[src/rtl/fl_sink_pkg.sv]
// Shared types and constants for the FrameLink sink checker: FSM states,
// error codes and the throttle LFSR polynomial.
package fl_sink_pkg;

  typedef enum logic [1:0] {
    ST_IDLE    = 2'd0,
    ST_IN_PART = 2'd1,
    ST_GAP     = 2'd2
  } fl_state_e;

  localparam logic [2:0] ERR_NONE         = 3'd0;
  localparam logic [2:0] ERR_SOF_NOT_IDLE = 3'd1;
  localparam logic [2:0] ERR_IDLE_NO_SOF  = 3'd2;
  localparam logic [2:0] ERR_SOP_IN_PART  = 3'd3;
  localparam logic [2:0] ERR_EOF_NO_EOP   = 3'd4;
  localparam logic [2:0] ERR_GAP_NO_SOP   = 3'd5;
  localparam logic [2:0] ERR_SOF_NO_SOP   = 3'd6;

  // Fibonacci taps 16,14,13,11 expressed as bit positions 15,13,12,10.
  localparam logic [15:0] LFSR_TAPS = 16'hB400;

  function automatic logic [15:0] lfsr_next(input logic [15:0] s);
    return {s[14:0], ^(s & LFSR_TAPS)};
  endfunction

endpackage

[src/rtl/fl_sink_lfsr.sv]
// Free-running 16-bit Fibonacci LFSR used to generate pseudo-random back-pressure.
module fl_sink_lfsr
  import fl_sink_pkg::*;
#(
  parameter logic [15:0] SEED = 16'hACE1
) (
  input  logic        clk,
  input  logic        reset,
  output logic [15:0] state
);

  always_ff @(posedge clk) begin
    if (reset) state <= SEED;
    else       state <= lfsr_next(state);
  end

endmodule

[config.mk]
export PLATFORM = sky130hd
export DESIGN_NAME = fl_sink_lfsr
export DESIGN_NICKNAME = d
export VERILOG_FILES = /design/src/rtl/fl_sink_pkg.sv /design/src/rtl/fl_sink_lfsr.sv
export SDC_FILE = /design/constraint.sdc
export NUM_CORES = 1
export LEC_CHECK = 0
export ABC_CLOCK_PERIOD_IN_PS = 1600
export CAP_MARGIN = 20
export CORE_AREA = 2 2 39 41
export CTS_BUF_LIST = sky130_fd_sc_hd__clkbuf_8
export CTS_CLUSTER_DIAMETER = 200
export DETAILED_ROUTE_END_ITERATION = 7
export DIE_AREA = 0 0 41 43
export GPL_TIMING_DRIVEN = 1
export MAX_ROUTING_LAYER = met4
export PLACE_DENSITY = 0.65
export SETUP_SLACK_MARGIN = 0.15
export SLEW_MARGIN = 20
export SYNTH_ARGS = -nofsm -noshare
export SYNTH_HDL_FRONTEND = slang
export SYNTH_SLANG_ARGS = --single-unit
[constraint.sdc]
create_clock -name clk -period 1.6 [get_ports clk]
set_clock_uncertainty 0.1 [all_clocks]
set_input_delay 0.32 -clock clk [delete_from_list [all_inputs] [get_ports clk]]
set_output_delay 0.32 -clock clk [all_outputs]
set_load 0.01 [all_outputs]
==> impl_metrics.yaml, run 1 <==
drt:
  via_per_inst: 3.889
  first_pass_iters: 1
  drc_errors: 0
  wl_per_cell_um: 9.639
  routed-via-count: 280
  drt_iter0_markers: 0
  drt_wl_total_um: 694
  antenna_left: 0
synth:
  synth-simple-area-share_pct: 22.04
  synthMuxAreaShare_pct: 0
  synth-seq-area-share_pct: 70.52
  yosys.area_share.adder_pct: 0
  synth-xor-area-share_pct: 5.785
  synth.cell_area_um2: 454.2
  synth_top_family_by_area: "simple AND/OR/NAND/NOR gates"
  synth.distinct_cells: 7
  syn_inst: 36
  synth_compound_area_share_pct: 0
  avgSynthCellArea_um2: 12.62
  ys_ff_latch: 16
  yosys_warnings: 0
  syn_nets: 38
clock_tree:
  cts_tree: "done"
  h-tree-depth: 1
  cts.sinks: 16
  clk_pin_slew_ns: 0.06
  clockBufferDepth: 2
  root_buffer: "clkbuf_8"
  clock_latency_ns: 0.24
  numCtsBuffers: 3
  post_cts.repair.setup_buffers: 0
cells_and_area:
  reg_top3: "state (16)"
  fin_nets: 60
  antenna_cells: 0
  multi_input_area_um2: 126.4
  fillers: 144
  largest_register_ff_count: 16
  mostFrequentLayoutCells: "dlygate4sd2_1, dfxtp_1, nor2b_1"
  final_cells: 72
  regArea_um2: 320.3
  syn_to_final_growth_pct: 46.56
  top_register: "state"
  layout-drive-gt1-share_pct: 7.143
worst_setup_path:
  crit_required_ns: 1.18
  cp.arrival_ns: 0.88
  cp_num_buf_inv: 1
  cp_max_fo: 3
  critPathLaunchType: "register"
  critical_path.top_delay_family: "flip-flops"
  critPathMaxStageDelay_ns: 0.36
  crit_chain: "dlygate4sd2_1"
  criticalPathCategory: "reg -> out"
  endpoint_kind: "output port"
  crit_path_top_delay_cell: "dfxtp_1"
floorplanning:
  rows: 14
  dieArea_um2: 1763
  die_x_um: 41
  pin_count: 18
  fp.dieH_um: 43
  initial_core_util_pct: 32.82
  core_um2: 1384
timing:
  slew_headroom_pct: 88.57
  timing.final.crit_share_pct: 81.04
  rsz0062_at_grt: "false"
  worst_slew_pin_slew_ns: 0.1709
  fin_setup_tns_ns: 0
  fmax_ghz: 0.7712
  setup_viol: 0
  postLayoutSetupSlackWorst_ns: 0.3033
  layout_min_cycle_time_ns: 1.297
  slew_violations: 0
  finalHoldViolations: 0
global_routing:
  antenna_found_initial: 0
  grt_pass1_wl_um: 1145
  grt_overflow: 0
  grt_max_degree: 17
  grt_usage_pct: 10.81
  grt_pass1_vias: 274
status:
  status: "completed"
power:
  power.density_nw_per_um2: 1221
  p_leak_uw: 0.0002921
  ir_drop_uv: 480.5
place:
  dp.cells: 69
  gp_congestion: 0.5839
  dpl_worst_slack_ns: 0.2573
  io_buffers: 17
worst_hold_path:
  hp-class: "reg -> reg"
job:
  cap_violations: 0
[where the power goes]
part / internal [uW] / total [uW] / switching, uW / leakage [uW]
Combinational: 49.1 / 88.1 / 39.0 / 0.000137
Sequential: 428 / 441 / 13.5 / 0.000133
Clock: 166 / 283 / 117 / 0.0000216
[cell usage after synthesis (all sizes together)]
master / count / area share, %
buf: 1 / 1.7
dfxtp: 16 / 71
nand2b: 1 / 1.4
nor2b: 8 / 11
or2: 7 / 9.6
xnor2: 1 / 1.9
xor2: 2 / 3.9
[path summary, 6_finish.rpt]
| check | from | to | slack, ns | depth (start not counted) |
|---|---|---|---|---|
| worst max register to register | state[12] | state[0] | 0.62 | 3 |
| worst max-delay path | state[12] | state[12] | 0.30 | 1 |
| worst min register to register | state[4] | state[5] | 0.32 | 1 |
| worst min-delay path | state[4] | state[5] | 0.32 | 1 |
[final cells by class]
cell class,instances,area share [%]
Sequential cell,16,48.12
Timing Repair Buffer,18,23.68
Clock buffer,3,6.203
Tap cell,16,3.008
Multi-Input combinational cell,19,18.98
[stage by stage]
stage	util (%)	instance area [um^2]	power (uW)	hold WS, ns
final	48.10	665.6	812.6	0.3241
after global routing	48.10	665.6	853.0	0.3457
after CTS	48.10	665.6	831.0	0.3277
after detailed placement	46.56	644.4	559.5	0.3185
after global placement	46.56	644.4	559.5	0.3219
after floorplan	-	454.2	494.2	0.2916
[per-layer routing]
| metal | global-route usage [%] | wire length [um] |
|---|---|---|
| met5 | - | 0 |
| met2 | 13.13 | 305 |
| met4 | 12.00 | 0 |
| met1 | 12.62 | 322 |
| met3 | 3.141 | 66 |
[logic make-up (layout without fill, tap and decap cells)]
group	Yosys count	count (layout)
DFF	16	16
and+or+nand+nor	16	16
xor gates and xnor gates	3	3
buffers and inverters	1	21
[timing repair]
item,CTS,global route
resized for setup,16,0
hold buffers,0,0
endpoints found under the setup margin,16,0
Power figures use the tool's default switching activity.
==> inputs of run 2 (changes only) <==
- ABC_CLOCK_PERIOD_IN_PS: 1600 -> 1300
- clock period: 1.6 -> 1.3 ns (I/O delays scaled with it)
==> run 2 against run 1 <==
Compared with the run above: global-route usage decreased by 0.38 points; cell count rose by 5.6%; count of clock-buffer cells in the layout grew 1; core utilization down 1.2 points; final area is 2.4% lower; total power is 33% higher; setup slack got worse by 0.079 ns; routed wire length rose by 3.7%; largest cell class unchanged.
==> impl_metrics.yaml, run 2 (synthesis results as in run 1) <==
place:
  io_buffers: 17
  dpl_worst_slack_ns: 0.009474
  gp_congestion: 0.5696
  hpwl_um: 506.5
  dp.cells: 71
cells_and_area:
  fin_nets: 63
  reg_top3: "state (16)"
  final_cells: 76
  antenna_cells: 0
  syn_to_final_growth_pct: 42.98
  largest_register_ff_count: 16
  top_register: "state"
  mostFrequentLayoutCells: "buf_2, dfxtp_1, nor2b_1"
  mostFrequentLayoutCell: "buf_2"
  layout-drive-gt1-share_pct: 50.00
timing:
  worst_slew_pin_slew_ns: 0.1555
  postLayoutSetupSlackWorst_ns: 0.2243
  setup_viol: 0
  finalHoldViolations: 0
  rsz0062_at_grt: "false"
  holdWs_ns: 0.3322
  slew_headroom_pct: 89.56
  fmax_ghz: 0.9296
  timing.final.crit_share_pct: 82.75
  fin_setup_tns_ns: 0
  layout_min_cycle_time_ns: 1.076
  slew_violations: 0
power:
  power.density_nw_per_um2: 1661
  ir_drop_uv: 707.4
  p_leak_uw: 0.0002915
drt:
  wl_per_cell_um: 9.474
  routed-via-count: 313
  drt_wl_total_um: 720
  drt_iter0_markers: 2
  antenna_left: 0
  via_per_inst: 4.118
  drc_errors: 0
  first_pass_iters: 2
floorplanning:
  core_um2: 1384
  die_x_um: 41
  dieArea_um2: 1763
  pin_count: 18
  fp.dieH_um: 43
  rows: 14
  initial_core_util_pct: 32.82
clock_tree:
  clock_latency_ns: 0.24
  root_buffer: "clkbuf_8"
  h-tree-depth: 1
  clk_pin_slew_ns: 0.06
  cts_tree: "done"
  cts.sinks: 16
  numCtsBuffers: 3
  clockBufferDepth: 2
  cts_hold_buf: 0
worst_setup_path:
  critPathLaunchType: "register"
  critPathMaxStageDelay_ns: 0.34
  crit_required_ns: 0.94
  cp_max_fo: 3
  cp.arrival_ns: 0.72
  endpoint_kind: "output port"
  cp_num_buf_inv: 1
  crit_path_top_delay_cell: "dfxtp_2"
  crit_chain: "buf_2"
  critical_path.top_delay_family: "flip-flops"
  criticalPathCategory: "reg -> out"
global_routing:
  grt_overflow: 0
  antenna_found_initial: 0
  grt_pass1_wl_um: 1117
  grt_max_degree: 11
  grt_usage_pct: 10.43
  grt_pass1_vias: 266
status:
  status: "completed"
job:
  cap_violations: 0
worst_hold_path:
  hp-class: "reg -> reg"
==> run 2: cell types whose count changed in the layout (fill, tap and decap cells not counted), sizes merged <==
cell	change
dlygate4sd2	-16
clkbuf	+1
buf	+19
==> run 2: path summary, 6_finish.rpt <==
check	startpoint	to	slack [ns]	cells past startpoint
max reg2reg	state[10]	state[0]	0.25	4
min reg2reg	state[14]	state[15]	0.33	1
max	state[12]	state[12]	0.22	1
min	state[14]	state[15]	0.33	1
==> run 2: per-stage QoR <==
step / area, um^2 / utilization, % / total power, uW
2_1_floorplan: 454.2 / - / 608.3
3_3_place_gp: 659.4 / 47.65 / 694.6
3_5_place_dp: 659.4 / 47.65 / 694.6
4_1_cts: 711.9 / 51.45 / 1105
5_1_grt: 649.4 / 46.93 / 1123
6_report: 649.4 / 46.93 / 1078
==> run 2: worst register-to-register path: cells and delay by family (launching register included) <==
kind	cells	cell delay [ns]
DFF	1	0.32
xor gates and xnor gates	2	0.34
buffers and inverters	1	0.13
and+or+nand+nor	1	0.07
==> run 2: what timing repair did <==
action,in CTS,in global routing
cloned,0,0
setup buffers,1,0
gates resized for setup,60,10
setup endpoints to repair,16,10
==> run 2: layout make-up <==
| cell class | count | area [um^2] |
|---|---|---|
| multi-input cells | 19 | 126.4 |
| flip-flops and latches | 16 | 327.8 |
| clock buffers | 4 | 55.05 |
| well taps | 16 | 20.02 |
| repair buffers | 21 | 120.1 |
| fillers | 149 | 734.5 |
==> run 2: power breakdown <==
group          switching, uW  internal (uW)  total [uW]
Clock                    156            268         424
Sequential              16.1            529         545
Combinational           50.6           58.2         109
Total                    223            856        1080
==> run 2: routing by layer <==
| metal | track usage [%] | routed length [um] | share of wire, % |
|---|---|---|---|
| met5 | - | 0 | 0 |
| met4 | 6.000 | 0 | 0 |
| met3 | 6.283 | 80 | 11 |
| met2 | 11.25 | 285 | 40 |
| met1 | 14.43 | 353 | 49 |
==> inputs of run 3 (changes only) <==
- ABC_CLOCK_PERIOD_IN_PS: 1300 -> 900
- PLACE_DENSITY: 0.65 -> 0.68
- clock period: 1.3 -> 0.9 ns (I/O delays scaled with it)
==> run 3 against run 2 <==
Compared with the run above: the flow now finishes with violations (negative setup slack); cell count increased by 5.3%; die area stayed put; critical path depth is 3 higher; largest cell class unchanged.
==> impl_metrics.yaml, run 3 (synthesis results as in run 1) <==
global_routing:
  grt_pass1_vias: 307
  grt_pass1_wl_um: 1214
  grt_usage_pct: 11.19
  grt_max_degree: 10
  grt_overflow: 0
  antenna_found_initial: 0
floorplanning:
  rows: 14
  die_x_um: 41
  dieArea_um2: 1763
  pin_count: 18
  initial_core_util_pct: 32.82
  core_um2: 1384
  fp.dieH_um: 43
clock_tree:
  cts_tree: "done"
  clockBufferDepth: 2
  h-tree-depth: 1
  clk_pin_slew_ns: 0.06
  cts.sinks: 16
  numCtsBuffers: 3
  root_buffer: "clkbuf_8"
  clock_latency_ns: 0.24
timing:
  worst_slew_pin_slew_ns: 0.1505
  slew_headroom_pct: 89.90
  timing.final.crit_share_pct: 113.7
  postLayoutSetupSlackWorst_ns: -0.1229
  layout_min_cycle_time_ns: 1.023
  fmax_ghz: 0.9776
  rsz0062_at_grt: "true"
  finalHoldViolations: 0
  holdWs_ns: 0.2445
  setup_viol: 17
  slew_violations: 0
cells_and_area:
  syn_to_final_growth_pct: 78.51
  layout-drive-gt1-share_pct: 68.75
  finalCoreUtilization_pct: 58.59
  largest_register_ff_count: 16
  antenna_cells: 0
  mostFrequentLayoutCells: "buf_6, dfxtp_2, nor2b_1"
  top_register: "state"
  reg_top3: "state (16)"
  mostFrequentLayoutCell: "buf_6"
  fin_nets: 67
  fin_area_um2: 810.8
power:
  internal_power_uw: 1305
  ir_drop_uv: 1185
  power.density_nw_per_um2: 2021
  p_comb_share_pct: 14.0
  p_leak_uw: 0.0003498
  finalPower_uw: 1639
  p_seq_share_pct: 48.9
  sw_frac_of_total_pct: 20.36
  clock_power_share_pct: 37.1
  p_switching_uw: 333.7
status:
  failed_checks: "negative setup slack"
  status: "complete, but fails checks"
drt:
  antenna_left: 0
  via_per_inst: 4.000
  wl_per_cell_um: 9.625
  drc_errors: 0
  routed-via-count: 320
  first_pass_iters: 2
  drt_iter0_markers: 1
  drt_wl_total_um: 770
worst_setup_path:
  critPathLaunchType: "register"
  crit_required_ns: 0.94
  endpoint_kind: "register"
  criticalPathCategory: "reg -> reg"
  cp.arrival_ns: 1.06
  cp_max_fo: 2
job:
  cap_violations: 0
place:
  gp_congestion: 0.6044
  dpl_worst_slack_ns: -0.3211
  placement.cell_area_um2: 679.4
  io_buffers: 17
worst_hold_path:
  hp-class: "in -> reg"
==> run 3: cell type report <==
class	count	area, um^2
flip-flops and latches	16	341.6
multi-input cells	19	133.9
fillers	128	573.1
repair buffers	25	260.3
clock buffers	4	55.05
well taps	16	20.02
==> run 3: critical path, stage by stage, from the launching register on <==
cell and delay (ns):
dfxtp_2 0.32, buf_6 0.11, xor2_2 0.16, xnor2_1 0.16, nand2b_1 0.07
==> run 3: final timing paths <==
kind	from	to	slack, ns	cells past startpoint
setup / recovery	state[15]	state[0]	-0.12	4
hold / removal	reset	state[9]	0.24	3
hold reg to reg	state[5]	state[6]	0.34	1
setup reg to reg	state[15]	state[0]	-0.12	4
==> run 3: power by group through the flow <==
stage	clock, uW	sequential [uW]	combinational, uW
after detailed placement	0	803	210
after global placement	0	803	210
after global routing	658	808	249
after floorplan	0	828	53.7
final	609	801	229
after CTS	632	803	233
==> run 3: metal layers <==
metal  share of wire [%]  track usage (%)  vias up
met4                 2.9            8.000        0
met3                 8.3            6.283        2
met1                  44            13.16      142
li1                    -                -      162
met2                  45            13.75       14
met5                   0                -        -
==> run 3: repair_timing <==
item,CTS,global route
pin swaps,2,0
endpoints found under the hold margin,0,0
resized for setup,98,1
setup endpoints to repair,32,21
buffers inserted,3,0
hold buffers,0,0
==> run 3: metrics by stage <==
stage	std cells	TNS, ns
finish	80	-1.078
global route	80	-1.554
detailed placement	73	-7.254
global placement	73	-6.959
floorplan	36	-0.01274
CTS	80	-1.233
